**config.mk**
```make
export PLATFORM = sky130hd
export DESIGN_NAME = reset_sequencer
export DESIGN_NICKNAME = d
export VERILOG_FILES = /design/src/rtl/reset_sequencer.sv
export SDC_FILE = /design/constraint.sdc
export NUM_CORES = 1
export LEC_CHECK = 0
export CAP_MARGIN = 20
export CORE_MARGIN = 2
export CORE_UTILIZATION = 46
export CTS_CLUSTER_DIAMETER = 30
export DETAILED_ROUTE_END_ITERATION = 8
export GPL_TIMING_DRIVEN = 0
export HOLD_SLACK_MARGIN = 0.06
export PLACE_DENSITY_LB_ADDON = 0.3
export RECOVER_POWER = 100
export SETUP_SLACK_MARGIN = 0.05
export SYNTH_ARGS = -nofsm -noshare
export SYNTH_HDL_FRONTEND = slang
export SYNTH_SLANG_ARGS = --single-unit
```
**constraint.sdc**
```tcl
create_clock -name clk -period 1.8 [get_ports clk]
set_input_delay 0.18 -clock clk [delete_from_list [all_inputs] [get_ports clk]]
set_output_delay 0.18 -clock clk [all_outputs]
set_load 0.1 [all_outputs]
```
**src/rtl/reset_sequencer.sv**
```systemverilog
// Staged reset release: after the last rst/restart edge all channels are held,
// then released one by one in ascending order, and done flags the end of the sequence.
module reset_sequencer #(
  parameter int CHANNELS     = 4,
  parameter int HOLD_CYCLES  = 8,
  parameter int GAP_CYCLES   = 2,
  parameter int ACTIVE_LEVEL = 1
) (
  input  logic                clk,
  input  logic                rst,
  input  logic                restart,
  output logic [CHANNELS-1:0] rst_out,
  output logic                done,
  output logic [1:0]          state_o
);

  localparam int MAX_CNT = (HOLD_CYCLES > GAP_CYCLES) ? HOLD_CYCLES : GAP_CYCLES;
  localparam int CW      = (MAX_CNT >= 1) ? $clog2(MAX_CNT + 1) : 1;
  localparam int IW      = (CHANNELS > 1) ? $clog2(CHANNELS) : 1;
  localparam logic ACT   = (ACTIVE_LEVEL != 0);

  if (CHANNELS < 1 || CHANNELS > 16) begin : g_bad_channels
    $error("reset_sequencer: CHANNELS must be in 1..16");
  end
  if (HOLD_CYCLES < 1) begin : g_bad_hold
    $error("reset_sequencer: HOLD_CYCLES must be >= 1");
  end
  if (GAP_CYCLES < 1) begin : g_bad_gap
    $error("reset_sequencer: GAP_CYCLES must be >= 1");
  end
  if (ACTIVE_LEVEL != 0 && ACTIVE_LEVEL != 1) begin : g_bad_level
    $error("reset_sequencer: ACTIVE_LEVEL must be 0 or 1");
  end

  typedef enum logic [1:0] {
    S_HOLD    = 2'd0,
    S_RELEASE = 2'd1,
    S_DONE    = 2'd2
  } state_t;

  state_t              state_q;
  logic [CW-1:0]       cnt_q;
  logic [IW-1:0]       idx_q;
  logic [CHANNELS-1:0] rst_out_q;
  logic                done_q;

  // cnt_q counts edges since the last trigger (HOLD) or since the previous release (RELEASE).
  always_ff @(posedge clk) begin
    if (rst || restart) begin
      state_q   <= S_HOLD;
      cnt_q     <= '0;
      idx_q     <= '0;
      rst_out_q <= {CHANNELS{ACT}};
      done_q    <= 1'b0;
    end else begin
      case (state_q)
        S_HOLD: begin
          if (cnt_q == CW'(HOLD_CYCLES - 1)) begin
            rst_out_q[0] <= ~ACT;
            cnt_q        <= '0;
            if (CHANNELS == 1) begin
              state_q <= S_DONE;
              done_q  <= 1'b1;
            end else begin
              state_q <= S_RELEASE;
              idx_q   <= IW'(1);
            end
          end else begin
            cnt_q <= cnt_q + CW'(1);
          end
        end
        S_RELEASE: begin
          if (cnt_q == CW'(GAP_CYCLES - 1)) begin
            rst_out_q[idx_q] <= ~ACT;
            cnt_q            <= '0;
            if (idx_q == IW'(CHANNELS - 1)) begin
              state_q <= S_DONE;
              done_q  <= 1'b1;
            end else begin
              idx_q <= idx_q + IW'(1);
            end
          end else begin
            cnt_q <= cnt_q + CW'(1);
          end
        end
        S_DONE: begin
          state_q <= S_DONE;
        end
        default: begin
          state_q   <= S_HOLD;
          cnt_q     <= '0;
          idx_q     <= '0;
          rst_out_q <= {CHANNELS{ACT}};
          done_q    <= 1'b0;
        end
      endcase
    end
  end

  assign rst_out = rst_out_q;
  assign done    = done_q;
  assign state_o = state_q;

endmodule

```
==> impl_metrics.tcl, run 1 <==
set metrics [dict create \
    fillerInstances 146 \
    grt_pass1_wl_mm 2.33 \
    p_sw_share_pct 22.0 \
    cp.arrival_ps 1530 \
    max_stage_delay_ps 870 \
    viasPerCell 5.39 \
    antenna_left 0 \
    dieArea_um2 1910 \
    finClkSkew_ps 2.67 \
    wl_per_cell_um 11.9 \
    area_delta_synth_final_pct 24.2 \
    regToRegStartpoint "state_o[1]" \
    dpl-instance-area_um2 870 \
    slew_viol_final 0 \
    via_count 620 \
    drt_iter0_drc 3 \
    sequentialPowerShare_pct 58.7 \
    clkTransAtPathRegs_ps 80 \
    synth_edf_count 0 \
    antenna_found_initial 0 \
    worstPathCellList "clkbuf_1" \
    drc 0 \
    grt_max_degree 11 \
    drt-total-wl_mm 1.37 \
    gp_congestion 0.743 \
    port_buffers 9 \
    vdd_drop_max_mv 0.443 \
    switchingPower_uw 109 \
    ys_seq_area_share_pct 35.9 \
    endpoint_kind "output pin" \
    path_delay_family "buffers and inverters" \
    syn_area_per_cell_um2 8.94 \
    r2r-end "idx_q[1]" \
    insertion_delay_ps 280 \
    rsz0062_at_grt "true" \
    relSlewSlack_pct 21.9 \
    r2r_slack_ps 110 \
    fin_area_um2 900 \
    synth_flop_cell "dfxtp_1" \
    rr_worst_depth 6 \
    cts_num_sinks 13 \
    cp_num_buf_inv 1 \
    startpoint "state_o[1]" \
    synth.distinct_cells 25 \
    fp.dieH_um 43.7 \
    crit_slowest_cell "clkbuf_1" \
    setup_viol 0 \
    die_w_um 43.7 \
    dp_hpwl_um 953 \
    powerDensity_nw_per_um2 552 \
    cts_tree "yes" \
    num_antenna_cells 0 \
    min_period_ps 1710 \
    path_class "flip-flop to output pin" \
    leakagePower_uw 0.000325 \
    synth_cells 81 \
    numCtsBuffers 3 \
    dr.pass1.iters 3 \
    worst_slew_pin_slew_ps 1180 \
    hold_viol 0 \
    yosysMostFrequentCell "dfxtp_1" \
    synth_top_area_cell "dfxtp_1" \
    syn-num-nets 93 \
    grt-ovfl-total 0 \
    critPathMaxFanout 4 \
    setup_tns_ps 0 \
    initial_utilization_pct 48.7 \
    status "finished, final reports clean" \
    synth-seq-cells 13 \
    clockPowerShare_pct 36.4 \
    drive_gt1_share_pct 22.2 \
    cts_root_buf "clkbuf_4" \
    async_flop_share_pct 0 \
    p_int_uw 387 \
    htree_levels 1 \
    nNetsFinal 112 \
    fmax_mhz 584 \
    cap_viol_max_count 0 \
    worstPathRequired_ps 1620 \
    critical_path_depth 1 \
    hp-class "flip-flop to flip-flop" \
    yosys_warnings 0 \
    synth_area_leaders "dfxtp_1, ha_1, nand2_1, a21o_1, nor2_1" \
    core-area_um2 1490 \
    ios 10 \
    worstSetupStartpointType "flip-flop" \
    rows 14 \
    p_comb_share_pct 4.9 \
    grt_usage_pct 16.6 \
    synth_top_area_share_pct 35.9 \
    cts_buffer_depth 2 \
    grt_pass1_vias 573 \
    crit_path_end "state_o[1]" \
    fin_crit_sh_pct 95.1 \
    synth_area_um2 724 \
    synthTopCellsByCount "dfxtp_1, nand2_1, ha_1, nor2_1, inv_1" \
]
final cells by class:
type / count / area, µm² / share of cell area, %
Multi-Input combinational cell: 62 / 477 / 53.0
Sequential cell: 13 / 268 / 29.8
Timing Repair Buffer: 14 / 83.8 / 9.32
Clock buffer: 4 / 26.3 / 2.92
Inverter: 5 / 21.3 / 2.36
Tap cell: 16 / 20.0 / 2.23
Buffer: 1 / 3.75 / 0.417
registers in the layout, indices dropped and copies added (netlist names):
register / flops
cnt_q: 4
done: 1
idx_q: 2
rst_out: 4
state_o: 2
through the flow:
step / std cells / hold WS (ps) / utilization (%) / setup slack (ps) / total power, µW
after global placement: 106 / 433 / 58.4 / -14.2 / 318
after floorplan: 81 / 389 / - / -73.6 / 311
after CTS: 111 / 453 / 60.7 / 55.8 / 501
final: 115 / 452 / 60.4 / 87.9 / 496
after detailed placement: 106 / 438 / 58.4 / -21.7 / 319
after global routing: 115 / 490 / 60.4 / 45.4 / 524
power groups by stage:
stage / clock network (µW) / logic [µW] / registers, µW
floorplan: 0 / 15.2 / 295
global placement: 0 / 22.6 / 296
detailed placement: 0 / 23.2 / 296
CTS: 188 / 23.8 / 289
global route: 204 / 28.5 / 292
finish: 181 / 24.3 / 291
kinds of logic (layout without fill, tap and decap cells):
kind of cell             count (synthesis)  in the layout  synth area share (%)
XOR/XNOR                                 1              1                  1.21
flip-flops                              13             13                  35.9
adder cells (fa/ha/maj)                  9              9                  15.5
multiplexers                             1              1                  1.38
buffers and inverters                    6             24                  3.11
AO/OA/AOI/OAI                           17             17                  15.7
AND/OR/NAND/NOR                         34             34                  27.1
per-layer routing:
metal / GRT usage [%] / share of wire [%] / routed length, µm / vias to the layer above
li1: - / - / - / 318
met1: 19.2 / 44 / 601 / 291
met2: 27.4 / 50 / 687 / 9
met3: 7.50 / 5.1 / 70 / 2
met4: 5.45 / 0.66 / 9 / 0
met5: 0 / 0 / 0 / -
worst register-to-register path: stages, from the launching register on:
cell     delay (ps)
dfxtp_2         380
inv_4            60
ha_4            170
nor4b_4         290
nor3_2          110
or4b_1          480
a21oi_1         130
timing repair:
action                     4_1_cts  5_1_grt
setup endpoints to repair       10        9
gates resized for setup          9        5
hold buffers                     0        0
pin swaps                        1        6
cloned                           0        0
buffers inserted                 1        4
worst min path at each step:
stage	slack (ps)	endpoint	startpoint	cells after the start
6_report	450	rst_out[3]	rst_out[3]	1
5_1_grt	490	rst_out[2]	rst_out[2]	1
4_1_cts	450	rst_out[3]	rst_out[3]	1
3_5_place_dp	440	rst_out[3]	rst_out[3]	1
3_3_place_gp	430	rst_out[3]	rst_out[3]	1
2_1_floorplan	390	cnt_q[0]	rst	2
placed cells by master (no fill, tap or decap), drive strengths merged, types with 2 or more instances in the layout:
| cell type | synthesis | routed |
|---|---|---|
| dfxtp | 13 | 13 |
| a21oi | 3 | 3 |
| nor2 | 7 | 7 |
| nor3 | 3 | 3 |
| o21ai | 4 | 4 |
| clkdlybuf4s50 | 0 | 2 |
| a21o | 4 | 4 |
| inv | 5 | 5 |
| nand2b | 2 | 2 |
| ha | 9 | 9 |
| o31ai | 3 | 3 |
| nand2 | 10 | 10 |
| buf | 0 | 5 |
| clkbuf | 1 | 12 |
| nor2b | 3 | 3 |
| nand3 | 4 | 4 |
No activity file was read; power rests on OpenSTA's default activity.
==> inputs of run 2 (changes only) <==
Settings changed: CORE_UTILIZATION 46 to 51.
Clock period 1.8 ns to 1.9 ns, I/O delays scaled along.
==> run 2 against run 1 <==
Effect of this change:
- hold slack better by 3.5 ps
- critical path depth increased by 4
- non-clock buffer count fell by 5
- clock-buffer cell count unchanged
- clock skew grew 6.0 ps
- die area fell by 8.9%
- utilization rose by 4.7 points
==> impl_metrics.tcl, run 2 (synthesized netlist as in run 1, its figures left out) <==
set metrics [dict create \
    status "finished, final reports clean" \
    fillerInstances 111 \
    gp_congestion 0.741 \
    antenna_left 0 \
    vdd_drop_max_mv 0.316 \
    fin_crit_sh_pct 93.0 \
    leakagePower_uw 0.000300 \
    dieArea_um2 1740 \
    r2r_slack_ps 130 \
    wl_per_cell_um 11.8 \
    regToRegStartpoint "cnt_q[0]" \
    p_int_uw 364 \
    fmax_mhz 566 \
    insertion_delay_ps 280 \
    hold_viol 0 \
    viasPerCell 5.41 \
    hold-path-endpoint "rst_out[1]" \
    hp-class "flip-flop to flip-flop" \
    holdBufCountCts 0 \
    numCtsBuffers 3 \
    clockPowerShare_pct 37.1 \
    p_sw_share_pct 22.6 \
    drive_gt1_share_pct 16.0 \
    grt_max_degree 11 \
    drc 0 \
    setup_tns_ps 0 \
    p_comb_share_pct 4.7 \
    fp.dieH_um 41.7 \
    setup_ws_ps 133 \
    holdWs_ps 455 \
    num_antenna_cells 0 \
    htree_levels 1 \
    powerDensity_nw_per_um2 548 \
    die_w_um 41.7 \
    relSlewSlack_pct 22.5 \
    drt-total-wl_mm 1.28 \
    min_period_ps 1770 \
    max_stage_delay_ps 470 \
    antenna_found_initial 0 \
    dp_cells 105 \
    worstPathCellList "ha_1, or3b_2, a211oi_4, nand2_1, a21o_1" \
    area_delta_synth_final_pct 18.5 \
    cts_num_sinks 13 \
    worstSetupStartpointType "flip-flop" \
    switchingPower_uw 106 \
    min_path_cells 1 \
    cts_buffer_depth 2 \
    clkTransAtPathRegs_ps 80 \
    dp_hpwl_um 973 \
    final_cell_mix "dfxtp_1, nand2_1, clkbuf_1" \
    grt-ovfl-total 0 \
    pre_cts_slack_ps 64.6 \
    critPathMaxFanout 5 \
    core-area_um2 1320 \
    grt_pass1_wl_mm 2.21 \
    path_class "flip-flop to flip-flop" \
    cts_tree "yes" \
    dr.pass1.iters 4 \
    grt_usage_pct 17.0 \
    cp.arrival_ps 1940 \
    cap_viol_max_count 0 \
    nNetsFinal 107 \
    layout_commonest_cell "dfxtp_1" \
    drt_iter0_drc 6 \
    ios 10 \
    final_cells 109 \
    endpoint_kind "flip-flop" \
    rows 13 \
    slew_viol_final 0 \
    finClkSkew_ps 8.62 \
    initial_utilization_pct 55.0 \
    crit_slowest_cell "or3b_2" \
    rsz0062_at_grt "false" \
    power_uw 471 \
    setup_viol 0 \
    worst_slew_pin_slew_ps 1170 \
    cts_setup_buffers 0 \
    via_count 590 \
    worstPathRequired_ps 2080 \
    r2r-end "rst_out[3]" \
    port_buffers 9 \
    min_from "rst_out[1]" \
    rr_worst_depth 5 \
    sequentialPowerShare_pct 58.2 \
    grt_pass1_vias 518 \
    cts_root_buf "clkbuf_4" \
]
## run 2: final cells by class
class                           count  area [µm²]  area share [%]
Tap cell                           15        18.8            2.19
Buffer                              1        3.75           0.437
Timing Repair Buffer                9        46.3            5.39
Clock buffer                        4        26.3            3.06
Multi-Input combinational cell     62         474            55.2
Inverter                            5        21.3            2.48
Sequential cell                    13         268            31.2
## run 2: repair_timing
action,in CTS,in global routing
endpoints found under the setup margin,9,2
pin swaps,0,1
resized for setup,8,0
## run 2: per-layer routing
metal | global-route usage (%) | vias to the layer above | share of wire [%]
met5 | 0 | - | 0
met3 | 6.52 | 5 | 3.9
met1 | 20.8 | 269 | 47
met2 | 25.3 | 10 | 46
met4 | 9.68 | 0 | 2.5
li1 | - | 306 | -
## run 2: critical path: cells and delay by family, from the launching register on
family / cells / cell delay, ps
adder cells (fa/ha/maj): 1 / 190
AO/OA/AOI/OAI: 2 / 500
flip-flops: 1 / 400
AND/OR/NAND/NOR: 2 / 560
## run 2: through the flow
step / instance area, µm² / utilization (%)
after detailed placement: 868 / 65.9
after floorplan: 759 / -
after global placement: 868 / 65.9
final: 858 / 65.1
after CTS: 893 / 67.8
after global routing: 858 / 65.1
## run 2: how the worst max path moves through the flow
| stage | startpoint | end | slack (ps) |
|---|---|---|---|
| 6_report | cnt_q[0] | rst_out[3] | 130 |
| 5_1_grt | cnt_q[0] | rst_out[3] | 60 |
| 4_1_cts | cnt_q[0] | rst_out[3] | 80 |
| 3_5_place_dp | cnt_q[0] | rst_out[3] | 60 |
| 3_3_place_gp | cnt_q[0] | rst_out[3] | 120 |
| 2_1_floorplan | state_o[0] | idx_q[1] | 30 |
## run 2: power groups by stage
| stage | logic [µW] | registers (µW) | clock network [µW] |
|---|---|---|---|
| floorplan | 14.4 | 280 | 0 |
| global placement | 21.3 | 280 | 0 |
| detailed placement | 22.0 | 280 | 0 |
| CTS | 22.5 | 274 | 182 |
| global route | 25.7 | 274 | 194 |
| finish | 22.3 | 274 | 175 |
